$ cat src/rtl/cpu_pkg.sv
// Shared CPU definitions: opcodes, fetch states, instruction field slices.
// Imported by the fetch unit and its next-PC calculator.
package cpu_pkg;

  localparam logic [3:0] OP_RTYPE = 4'd0;
  localparam logic [3:0] OP_LW    = 4'd1;
  localparam logic [3:0] OP_SW    = 4'd2;
  localparam logic [3:0] OP_ADDI  = 4'd3;
  localparam logic [3:0] OP_BEQ   = 4'd4;
  localparam logic [3:0] OP_BNE   = 4'd5;
  localparam logic [3:0] OP_JMP   = 4'd6;

  typedef enum logic [1:0] {
    IDLE,
    REQ,
    WAIT,
    ISSUE
  } fetch_state_t;

  localparam int OPC_HI = 15;
  localparam int OPC_LO = 12;
  localparam int FN_HI  = 3;
  localparam int FN_LO  = 0;
  localparam int JT_HI  = 11;
  localparam int JT_LO  = 0;

endpackage

$ cat src/rtl/next_pc_calc.sv
// Next-PC selection for the retiring instruction.
// Priority: jump, then taken branch, then pc+1.
module next_pc_calc
  import cpu_pkg::*;
#(
  parameter int PC_W = 16
) (
  input  logic [PC_W-1:0] i_pc,
  input  logic [15:0]     i_ir,
  input  logic            i_jump,
  input  logic            i_branch,
  input  logic            i_zero,
  output logic [PC_W-1:0] o_next_pc
);

  logic [PC_W-1:0] w_pc_plus1;
  logic [PC_W-1:0] w_br_tgt;
  logic [PC_W-1:0] w_jmp_tgt;
  logic [3:0]      w_opc;
  logic            w_taken;

  assign w_opc      = i_ir[OPC_HI:OPC_LO];
  assign w_pc_plus1 = i_pc + PC_W'(1);
  assign w_br_tgt   = w_pc_plus1
                    + {{(PC_W-4){i_ir[FN_HI]}},
                       i_ir[FN_HI:FN_LO]};
  assign w_jmp_tgt  = {w_pc_plus1[PC_W-1:JT_HI+1],
                       i_ir[JT_HI:JT_LO]};

  always_comb begin
    w_taken = 1'b0;
    unique case (w_opc)
      OP_BEQ:  w_taken = i_branch & i_zero;
      OP_BNE:  w_taken = i_branch & ~i_zero;
      default: w_taken = 1'b0;
    endcase
  end

  // jump and a taken branch may both be set; jump wins
  always_comb begin
    o_next_pc = w_pc_plus1;
    priority case (1'b1)
      i_jump:  o_next_pc = w_jmp_tgt;
      w_taken: o_next_pc = w_br_tgt;
      default: o_next_pc = w_pc_plus1;
    endcase
  end

endmodule

$ cat src/rtl/instruction_fetch_unit.sv
// CPU front end: PC, single-outstanding fetch FSM and instruction register.
// Presents the held instruction until retire, then moves to the next PC.
module instruction_fetch_unit
  import cpu_pkg::*;
#(
  parameter int              PC_W     = 16,
  parameter logic [PC_W-1:0] RESET_PC = '0
) (
  input  logic            clk,
  input  logic            rst_n,
  output logic            imem_req,
  output logic [PC_W-1:0] imem_addr,
  input  logic            imem_gnt,
  input  logic            imem_rvalid,
  input  logic [15:0]     imem_rdata,
  output logic            instr_valid,
  output logic [15:0]     instr,
  output logic [3:0]      opcode,
  output logic [3:0]      funct,
  output logic [PC_W-1:0] pc,
  input  logic            retire,
  input  logic            branch_i,
  input  logic            jump_i,
  input  logic            zero_i
);

  fetch_state_t    r_state;
  fetch_state_t    w_state_nxt;
  logic [PC_W-1:0] r_pc;
  logic [15:0]     r_ir;
  logic [PC_W-1:0] w_next_pc;

  next_pc_calc #(
    .PC_W(PC_W)
  ) u_npc (
    .i_pc     (r_pc),
    .i_ir     (r_ir),
    .i_jump   (jump_i),
    .i_branch (branch_i),
    .i_zero   (zero_i),
    .o_next_pc(w_next_pc)
  );

  always_ff @(posedge clk or negedge rst_n) begin
    if (!rst_n) r_state <= IDLE;
    else        r_state <= w_state_nxt;
  end

  always_comb begin
    w_state_nxt = r_state;
    unique case (r_state)
      IDLE:  w_state_nxt = REQ;
      REQ:   if (imem_gnt)    w_state_nxt = WAIT;
      WAIT:  if (imem_rvalid) w_state_nxt = ISSUE;
      ISSUE: if (retire)      w_state_nxt = REQ;
      default: w_state_nxt = IDLE;
    endcase
  end

  always_ff @(posedge clk or negedge rst_n) begin
    if (!rst_n) begin
      r_ir <= 16'h0000;
    end else if (r_state == WAIT && imem_rvalid) begin
      r_ir <= imem_rdata;
    end
  end

  always_ff @(posedge clk or negedge rst_n) begin
    if (!rst_n) begin
      r_pc <= RESET_PC;
    end else if (r_state == ISSUE && retire) begin
      r_pc <= w_next_pc;
    end
  end

  assign imem_req    = (r_state == REQ);
  assign imem_addr   = r_pc;
  assign instr_valid = (r_state == ISSUE);
  assign instr       = r_ir;
  assign opcode      = r_ir[OPC_HI:OPC_LO];
  assign funct       = r_ir[FN_HI:FN_LO];
  assign pc          = r_pc;

endmodule

$ cat config.mk
export PLATFORM = sky130hd
export DESIGN_NAME = instruction_fetch_unit
export DESIGN_NICKNAME = d
export VERILOG_FILES = /design/src/rtl/cpu_pkg.sv /design/src/rtl/next_pc_calc.sv /design/src/rtl/instruction_fetch_unit.sv
export SDC_FILE = /design/constraint.sdc
export NUM_CORES = 1
export LEC_CHECK = 0
export CAP_MARGIN = 20
export CORE_MARGIN = 5
export CORE_UTILIZATION = 44
export CTS_CLUSTER_DIAMETER = 30
export CTS_CLUSTER_SIZE = 25
export DETAILED_ROUTE_END_ITERATION = 7
export PLACE_DENSITY = 0.85
export SYNTH_ARGS = -nofsm -noshare
export SYNTH_HDL_FRONTEND = slang
export SYNTH_SLANG_ARGS = --single-unit
$ cat constraint.sdc
create_clock -name clk -period 3 [get_ports clk]
set_input_delay 0.45 -clock clk [delete_from_list [all_inputs] [get_ports clk]]
set_output_delay 0.45 -clock clk [all_outputs]
set_load 0.02 [all_outputs]
# After elaboration in Yosys (flattened, before gate mapping)
# Index checks and enable logic that the tools add are counted.
dict set report totals {
  register_bits 34
  in_bits 24
  output_inout_bits 58
  wordCells 27
}
dict set report classes {
  n_addsub 2
  eq_ne 8
  n_mux 7
  bitwise_logic 3
  reduce_logical 4
}
# operator n
set ops {}
lappend ops {{$mux 16} 2}
lappend ops {{$add 16x1->16 const B} 1}
lappend ops {{$add 16x16->16} 1}
lappend ops {{$eq 4x3->1 const B} 2}
lappend ops {{$pmux 2 s4} 1}
lappend ops {{$mux 2} 3}
lappend ops {{$eq 2x2->1 const B} 2}
lappend ops {{$ne 2x1->1 const B} 2}
lappend ops {{$reduce_and 3->1} 1}
lappend ops {{$and 1x1->1} 2}
lappend ops {{$eq 2x1->1 const B} 1}
lappend ops {{$logic_and 1x1->1} 2}
lappend ops {{$logic_not 2->1} 1}
lappend ops {{$ne 2x2->1 const B} 1}
lappend ops {{$pmux 1 s2} 1}
lappend ops {{$not 1->1} 1}

# Longest topological paths before layout
# Gate-level depths: netlist of the first run.
dict set report logic_depth {
  word_depth 5
  ltp_mapped 12
  mapped_depth_nobuf 12
}

# Cells and area by module
# From an unflattened synthesis of the first run, not the netlist that was laid out.
dict set report unflattened {
  cells_unflattened 313
  area_unflattened_um2 2940.3
}
# mod n_inst cells_each area_per_inst_um2 seq_area_each_um2
set modules_own_cells {}
lappend modules_own_cells {instruction_fetch_unit 1 106 1507.7 850.8}
lappend modules_own_cells {next_pc_calc 1 207 1432.6 0.0}

# Least setup slack after synthesis of the first run
# Ideal clock, no wire load.
dict set report synth_timing {
  kind {register to register}
  start {register r_pc[3] (netlist: imem_addr[3])}
  end {register r_pc[15] (netlist: imem_addr[15])}
  setup_ns 0.080
  arrival_ns 2.841
  path_slack_ns 0.079
  path_stages_with_launch 11
  path_buffers 0
  cell_sequence {dfrtp_1 nand4_4 or4_4 xnor2_1 ha_1 nand2_1 nor2_1 o2111ai_1 and4_2 or3_1 o211ai_2}
}
dict set report synth_between {
  elab_chain_len 4
}
# element line_no
set synth_rtl {}
lappend synth_rtl {{start, declared} instruction_fetch_unit.sv:29} ;# logic [PC_W-1:0] r_pc;
lappend synth_rtl {{start signal, assigned} instruction_fetch_unit.sv:72} ;# r_pc <= w_next_pc;
lappend synth_rtl {{$add 16x1->16 *} next_pc_calc.sv:23} ;# assign w_pc_plus1 = i_pc + PC_W'(1);
lappend synth_rtl {{$add 16x16->16} next_pc_calc.sv:25} ;# + {{(PC_W-4){i_ir[FN_HI]}},
lappend synth_rtl {{$mux 16} next_pc_calc.sv:42} ;# priority case (1'b1)
lappend synth_rtl {{$mux 16 *} next_pc_calc.sv:42}
# Mark *: on every way between the ends. The rest lies on a longest branch, timed or not.
# A chain may end at the register's enable or synchronous reset.

# Worst setup path in the final report of the first run
dict set report layout_timing {
  start {register r_pc[5] (netlist: imem_addr[5])}
  end {register r_pc[15] (netlist: imem_addr[15])}
}
# Same word-level chain as after synthesis.

==> flow_summary.toml, run 1 <==
[finish]
instances_no_fill = 498
postLayoutCellArea_um2 = 4040
syn2layout_area_growth_pct = 36.0
n_antenna_cell = 0
layout_commonest_cell = "clkdlybuf4s50_1"
fin_nets = 466
utilization_pct = 60.4
drive_gt1_share_pct = 17.0
mostFrequentLayoutCells = "clkdlybuf4s50_1 (80), nand2_1 (36), dfrtp_1 (33)"

[worst_setup_path]
crit_arrival_ns = 3.10
cp_slowest_stage_delay_ns = 0.59
path_cells = "nand4_4, or4_4, xnor2_1, ha_1, nand2_1, nor2_4, o2111ai_2, and4_2, or3_1, o211ai_2"
cp_slowest_cell = "or4_4"
crit_required_ns = 3.22
crit_fanout = 6
end_kind = "register"
start_kind = "register"
criticalPathCategory = "reg2reg"

[sta]
layout_setup_ws_ns = 0.123
finClkSkew_ns = 0.00555
min_period_ns = 2.88
fmaxAchievable_ghz = 0.348
tightest_slew_ns = 0.816
hold_viol = 0
maxSlewHeadroom_pct = 45.6
fin_crit_sh_pct = 95.9
fin_tns_setup_ns = 0
finalMaxSlewViolations = 0
setup_viol = 0

[power]
p_seq_share_pct = 18.9
power.density_nw_per_um2 = 1250
p_int_mw = 2.61
pwr-share-comb_pct = 70.6
p_leak_nw = 1.71
power.share.switching_pct = 48.2
switchingPower_mw = 2.42
vdd_drop_max_v = 0.000631
p_clk_share_pct = 10.5

[clock_tree]
cts.sinks = 34
cts_buffers = 5
root_buffer = "clkbuf_8"
clk_path_buf_depth = 2
clk_latency_ns = 0.29
cts_setup_buffers = 0
tritoncts = "built"
cts_hold_buf = 0
cts_max_level = 2
clkTransAtPathRegs_ns = 0.08

[floorplanning]
rows = 30
fp.dieW_um = 92.1
io_pins = 82
dieArea_um2 = 8490
fp.coreArea_um2 = 6680
initial_core_util_pct = 44.4
die_h_um = 92.1

[place]
dpl.hpwl_um = 6420
io_buffers = 81
dp_cells = 490
pre_cts_ws_ns = -0.0286
dpl-instance-area_um2 = 3830
gp_congestion = 0.939

[routing]
viasPerCell = 5.86
wire_per_inst_um = 17.5
drt_wl_total_um = 8700
vias = 2920
drc = 0
route.antenna.remaining_nets = 0
drtIter0Drc = 282
first_pass_iters = 5

[synthesis]
yosysWarnings = 0
synth-edff-count = 0
yosysUniqueCellTypes = 56
ys.flop_type = "dfrtp_1"
synthesis.area_um2 = 2970
async_flop_share_pct = 100
synth-seq-cells = 34
synthesis.nets = 389
synth_cells = 340
syn_area_per_cell_um2 = 8.73
yosysSeqAreaShare_pct = 28.7

[global_routing]
met3_usage_pct = 4.43
antenna_found_initial = 0
grt_pass1_wl_um = 14200
grt_pass1_vias = 2971
grt_use_met2_pct = 36.8
grt_overflow = 0
grt_busiest_layer = "met2"
grt_util_met1_pct = 24.6
grt_max_degree = 35
grt_usage_pct = 20.6

[run_status]
status = "finished, final reports clean"

[flow_run]
max_cap_violations = 0

[hold_path]
holdCritPathClass = "in2async"
-- critical path: cells and delay by family (launching register included) --
| kind | cells | cell delay (ns) |
|---|---|---|
| DFF | 1 | 0.42 |
| adders and majority gates | 1 | 0.33 |
| and+or+nand+nor | 6 | 1.66 |
| xor gates and xnor gates | 1 | 0.18 |
| AOI/OAI and AO/OA | 2 | 0.22 |
-- final cells by class --
class	instances	area, um2
clock buffers	5	68.8
clock inverters	3	68.8
flip-flops and latches	34	852
well taps	80	100
repair buffers	104	978
fillers	572	2650
multi-input cells	260	1920
inverters	12	45.0
-- sequential cells by signal (all words and copies together), names as in the netlist --
name,cells
r_state,2
instr,16
imem_addr,16
-- power by group through the flow --
stage / Sequential [mW] / Clock (mW) / Combinational, mW
floorplan: 1.21 / 0 / 1.97
global placement: 0.936 / 0 / 3.29
detailed placement: 0.948 / 0 / 3.38
CTS: 0.945 / 0.536 / 3.42
global route: 0.987 / 0.553 / 3.85
finish: 0.948 / 0.529 / 3.55
-- stage by stage --
stage / total power, mW / hold slack (ns)
after floorplan: 3.17 / 0.154
after global placement: 4.22 / 0.518
after detailed placement: 4.33 / 0.514
after CTS: 4.90 / 0.265
after global routing: 5.39 / 0.318
final: 5.03 / 0.244
-- synth_stat cells, types with 2 or more instances --
library cell / n / area [um2]
nand3_1: 10 / 50.1
and3_1: 5 / 31.3
dfrtp_1: 34 / 851
a21boi_0: 2 / 15.0
o21bai_1: 2 / 15.0
xnor2_1: 8 / 70.1
nand4_4: 2 / 42.5
o22ai_1: 4 / 25.0
nor3_1: 6 / 30.0
o21ai_1: 3 / 15.0
o21ai_0: 25 / 125
xor2_1: 11 / 96.3
a21oi_1: 25 / 125
o211a_1: 2 / 20.0
ha_1: 24 / 300
mux2i_1: 2 / 20.0
clkbuf_2: 2 / 10.0
nand2_1: 36 / 135
o211ai_1: 6 / 45.0
buf_4: 24 / 180
clkbuf_1: 8 / 30.0
inv_1: 12 / 45.0
a31oi_1: 3 / 18.8
mux2_2: 16 / 180
or3_1: 4 / 25.0
nor4_1: 2 / 12.5
nand3b_1: 4 / 30.0
and2_1: 3 / 18.8
a211oi_1: 4 / 30.0
nand2b_1: 2 / 12.5
nor2_1: 20 / 75.1
a21o_1: 2 / 15.0
o21a_1: 2 / 15.0
nand4_1: 3 / 18.8
-- per-layer routing --
metal  vias up  share of wire [%]
li1       1363                  -
met1      1393                 41
met2       139                 50
met3        25                7.0
met4         0                2.1
met5         -                  0
-- repair_timing --
action	4_1_cts	5_1_grt
endpoints found under the setup margin	1	3
resized for setup	1	16
pin swaps	0	2
-- cell families (layout without fill, tap and decap cells) --
| group | Yosys count | in the layout | synth area share (%) |
|---|---|---|---|
| AO/OA/AOI/OAI | 93 | 93 | 19.9 |
| XOR/XNOR | 19 | 19 | 5.61 |
| adder cells (fa/ha/maj) | 25 | 25 | 10.8 |
| buffers and inverters | 46 | 124 | 8.94 |
| flip-flops | 34 | 34 | 28.7 |
| multiplexers | 18 | 18 | 6.75 |
| AND/OR/NAND/NOR | 105 | 105 | 19.3 |
-- path summary, 6_finish.rpt --
kind                              start            end  slack (ns)  cells past startpoint
max                        imem_addr[5]  imem_addr[15]        0.12                     10
min                               rst_n  imem_addr[14]        0.24                      1
max reg2reg                imem_addr[5]  imem_addr[15]        0.12                     10
min reg2reg                    instr[5]       instr[5]        0.53                      1
max in group asynchronous         rst_n  imem_addr[12]        2.20                      1
min in group clk               instr[5]       instr[5]        0.53                      1
No activity file was read; power rests on OpenSTA's default activity.
==> run 2, diff against run 1 <==
--- a/config.mk
+++ b/config.mk
@@ -7,11 +7,12 @@
 export LEC_CHECK = 0
 export CAP_MARGIN = 20
 export CORE_MARGIN = 5
-export CORE_UTILIZATION = 44
+export CORE_UTILIZATION = 33
 export CTS_CLUSTER_DIAMETER = 30
 export CTS_CLUSTER_SIZE = 25
 export DETAILED_ROUTE_END_ITERATION = 7
-export PLACE_DENSITY = 0.85
+export PLACE_DENSITY = 0.69
+export SETUP_SLACK_MARGIN = 0.02
 export SYNTH_ARGS = -nofsm -noshare
 export SYNTH_HDL_FRONTEND = slang
 export SYNTH_SLANG_ARGS = --single-unit
==> flow_summary.toml, run 2 (synthesized netlist as in run 1, its figures left out) <==
[global_routing]
grt_max_degree = 35
grt_overflow = 0
grt_pass1_vias = 2817
grt_pass1_wl_um = 13900
grt_usage_pct = 15.3
antenna_found_initial = 0

[clock_tree]
tritoncts = "built"
cts_hold_buf = 0
clkTransAtPathRegs_ns = 0.08
clk_latency_ns = 0.30
cts_max_level = 2
clk_path_buf_depth = 2
cts.sinks = 34
root_buffer = "clkbuf_8"
cts_buffers = 5

[power]
power.total_mw = 4.90
p_seq_share_pct = 19.7
power.share.switching_pct = 48.8
p_leak_nw = 1.71
p_clk_share_pct = 7.6
pwr-share-comb_pct = 72.7
switchingPower_mw = 2.39
vdd_drop_max_v = 0.000574
p_int_mw = 2.51
power.density_nw_per_um2 = 1200

[worst_setup_path]
end_kind = "register"
crit_required_ns = 3.23
crit_end = "imem_addr[15]"
reg2reg_to = "imem_addr[15]"
crit_fanout = 6
worstSetupStartpoint = "imem_addr[3]"
start_kind = "register"
r2r_slack_ns = 0.10
crit_arrival_ns = 3.12
rr_startpoint = "imem_addr[3]"
r2r_cells = 10
criticalPathCategory = "reg2reg"

[sta]
fmaxAchievable_ghz = 0.345
finalMaxSlewViolations = 0
hold_viol = 0
hold-worst-slack_ns = 0.228
min_period_ns = 2.90
maxSlewHeadroom_pct = 47.5
tightest_slew_ns = 0.787
finClkSkew_ns = 0.00550
setup_viol = 0
fin_tns_setup_ns = 0
rsz0062_at_grt = "yes"
layout_setup_ws_ns = 0.103
fin_crit_sh_pct = 96.6

[finish]
syn2layout_area_growth_pct = 37.5
fin_nets = 470
mostFrequentLayoutCells = "clkdlybuf4s50_1 (80), nand2_1 (36), dfrtp_1 (32)"
layout_commonest_cell = "clkdlybuf4s50_1"
n_antenna_cell = 0
postLayoutCellArea_um2 = 4080
utilization_pct = 46.6
drive_gt1_share_pct = 17.8
instances_no_fill = 530

[routing]
first_pass_iters = 4
route.antenna.remaining_nets = 0
drt_wl_total_um = 8540
viasPerCell = 5.28
vias = 2797
wire_per_inst_um = 16.1
drtIter0Drc = 125
drc = 0

[run_status]
status = "finished, final reports clean"

[place]
dpl-instance-area_um2 = 3880
dpl.hpwl_um = 6520
dp_cells = 520
io_buffers = 81
gp_congestion = 0.894
pre_cts_ws_ns = -0.0715

[flow_run]
max_cap_violations = 0

[floorplanning]
die_h_um = 105
fp.dieW_um = 105
dieArea_um2 = 11000
io_pins = 82
initial_core_util_pct = 33.9
fp.coreArea_um2 = 8760
rows = 34

[hold_path]
holdCritPathClass = "in2async"
run 2: cell count changes in the layout (fill, tap and decap cells not counted), moves of 2 or more:
cell / previous run / this run
buf_4: 23 / 27
o21ai_1: 2 / 5
bufinv_16: 2 / 0
o21ai_2: 2 / 0
run 2: final cells by class:
type / count / area, um2
Clock buffer: 6 / 82.6
Timing Repair Buffer: 108 / 1010
Multi-Input combinational cell: 260 / 1940
Clock inverter: 2 / 12.5
Sequential cell: 34 / 853
Fill cell: 828 / 4680
Tap cell: 108 / 135
Inverter: 12 / 45.0
run 2: what timing repair did:
item	4_1_cts	5_1_grt
gates resized for setup	2	19
pin swaps	0	2
setup endpoints to repair	1	4
buffers inserted	0	2
run 2: layer usage:
layer	track usage [%]	vias up	part of all wire, %
met5	0	-	0
met4	4.38	0	1.5
met3	3.76	11	6.9
met2	25.8	97	49
met1	19.5	1321	43
li1	-	1368	-
run 2: how the worst min path moves through the flow:
stage / from / endpoint / slack [ns]
final: rst_n / imem_addr[15] / 0.23
after global routing: rst_n / instr[10] / 0.30
after CTS: rst_n / imem_addr[14] / 0.26
after detailed placement: instr[11] / instr[11] / 0.53
after global placement: instr[4] / instr[4] / 0.51
after floorplan: rst_n / imem_addr[0] / 0.15
run 2: power groups by stage:
stage          logic [mW]  registers, mW  clock network (mW)
3_5_place_dp         3.38          0.969                   0
6_report             3.56          0.966               0.374
5_1_grt              3.88           1.01               0.403
2_1_floorplan        1.97           1.21                   0
4_1_cts              3.42          0.962               0.389
3_3_place_gp         3.32          0.958                   0
run 2: worst max-delay path, cell delays in order (launching register included):
cell and delay, ns:
dfrtp_1 0.41, nand4_4 0.19, or4_4 0.61, xnor2_2 0.16
ha_1 0.32, nand2_1 0.11, nor2_4 0.14, o2111ai_1 0.16
and4_2 0.28, or3_1 0.36, o211ai_2 0.07
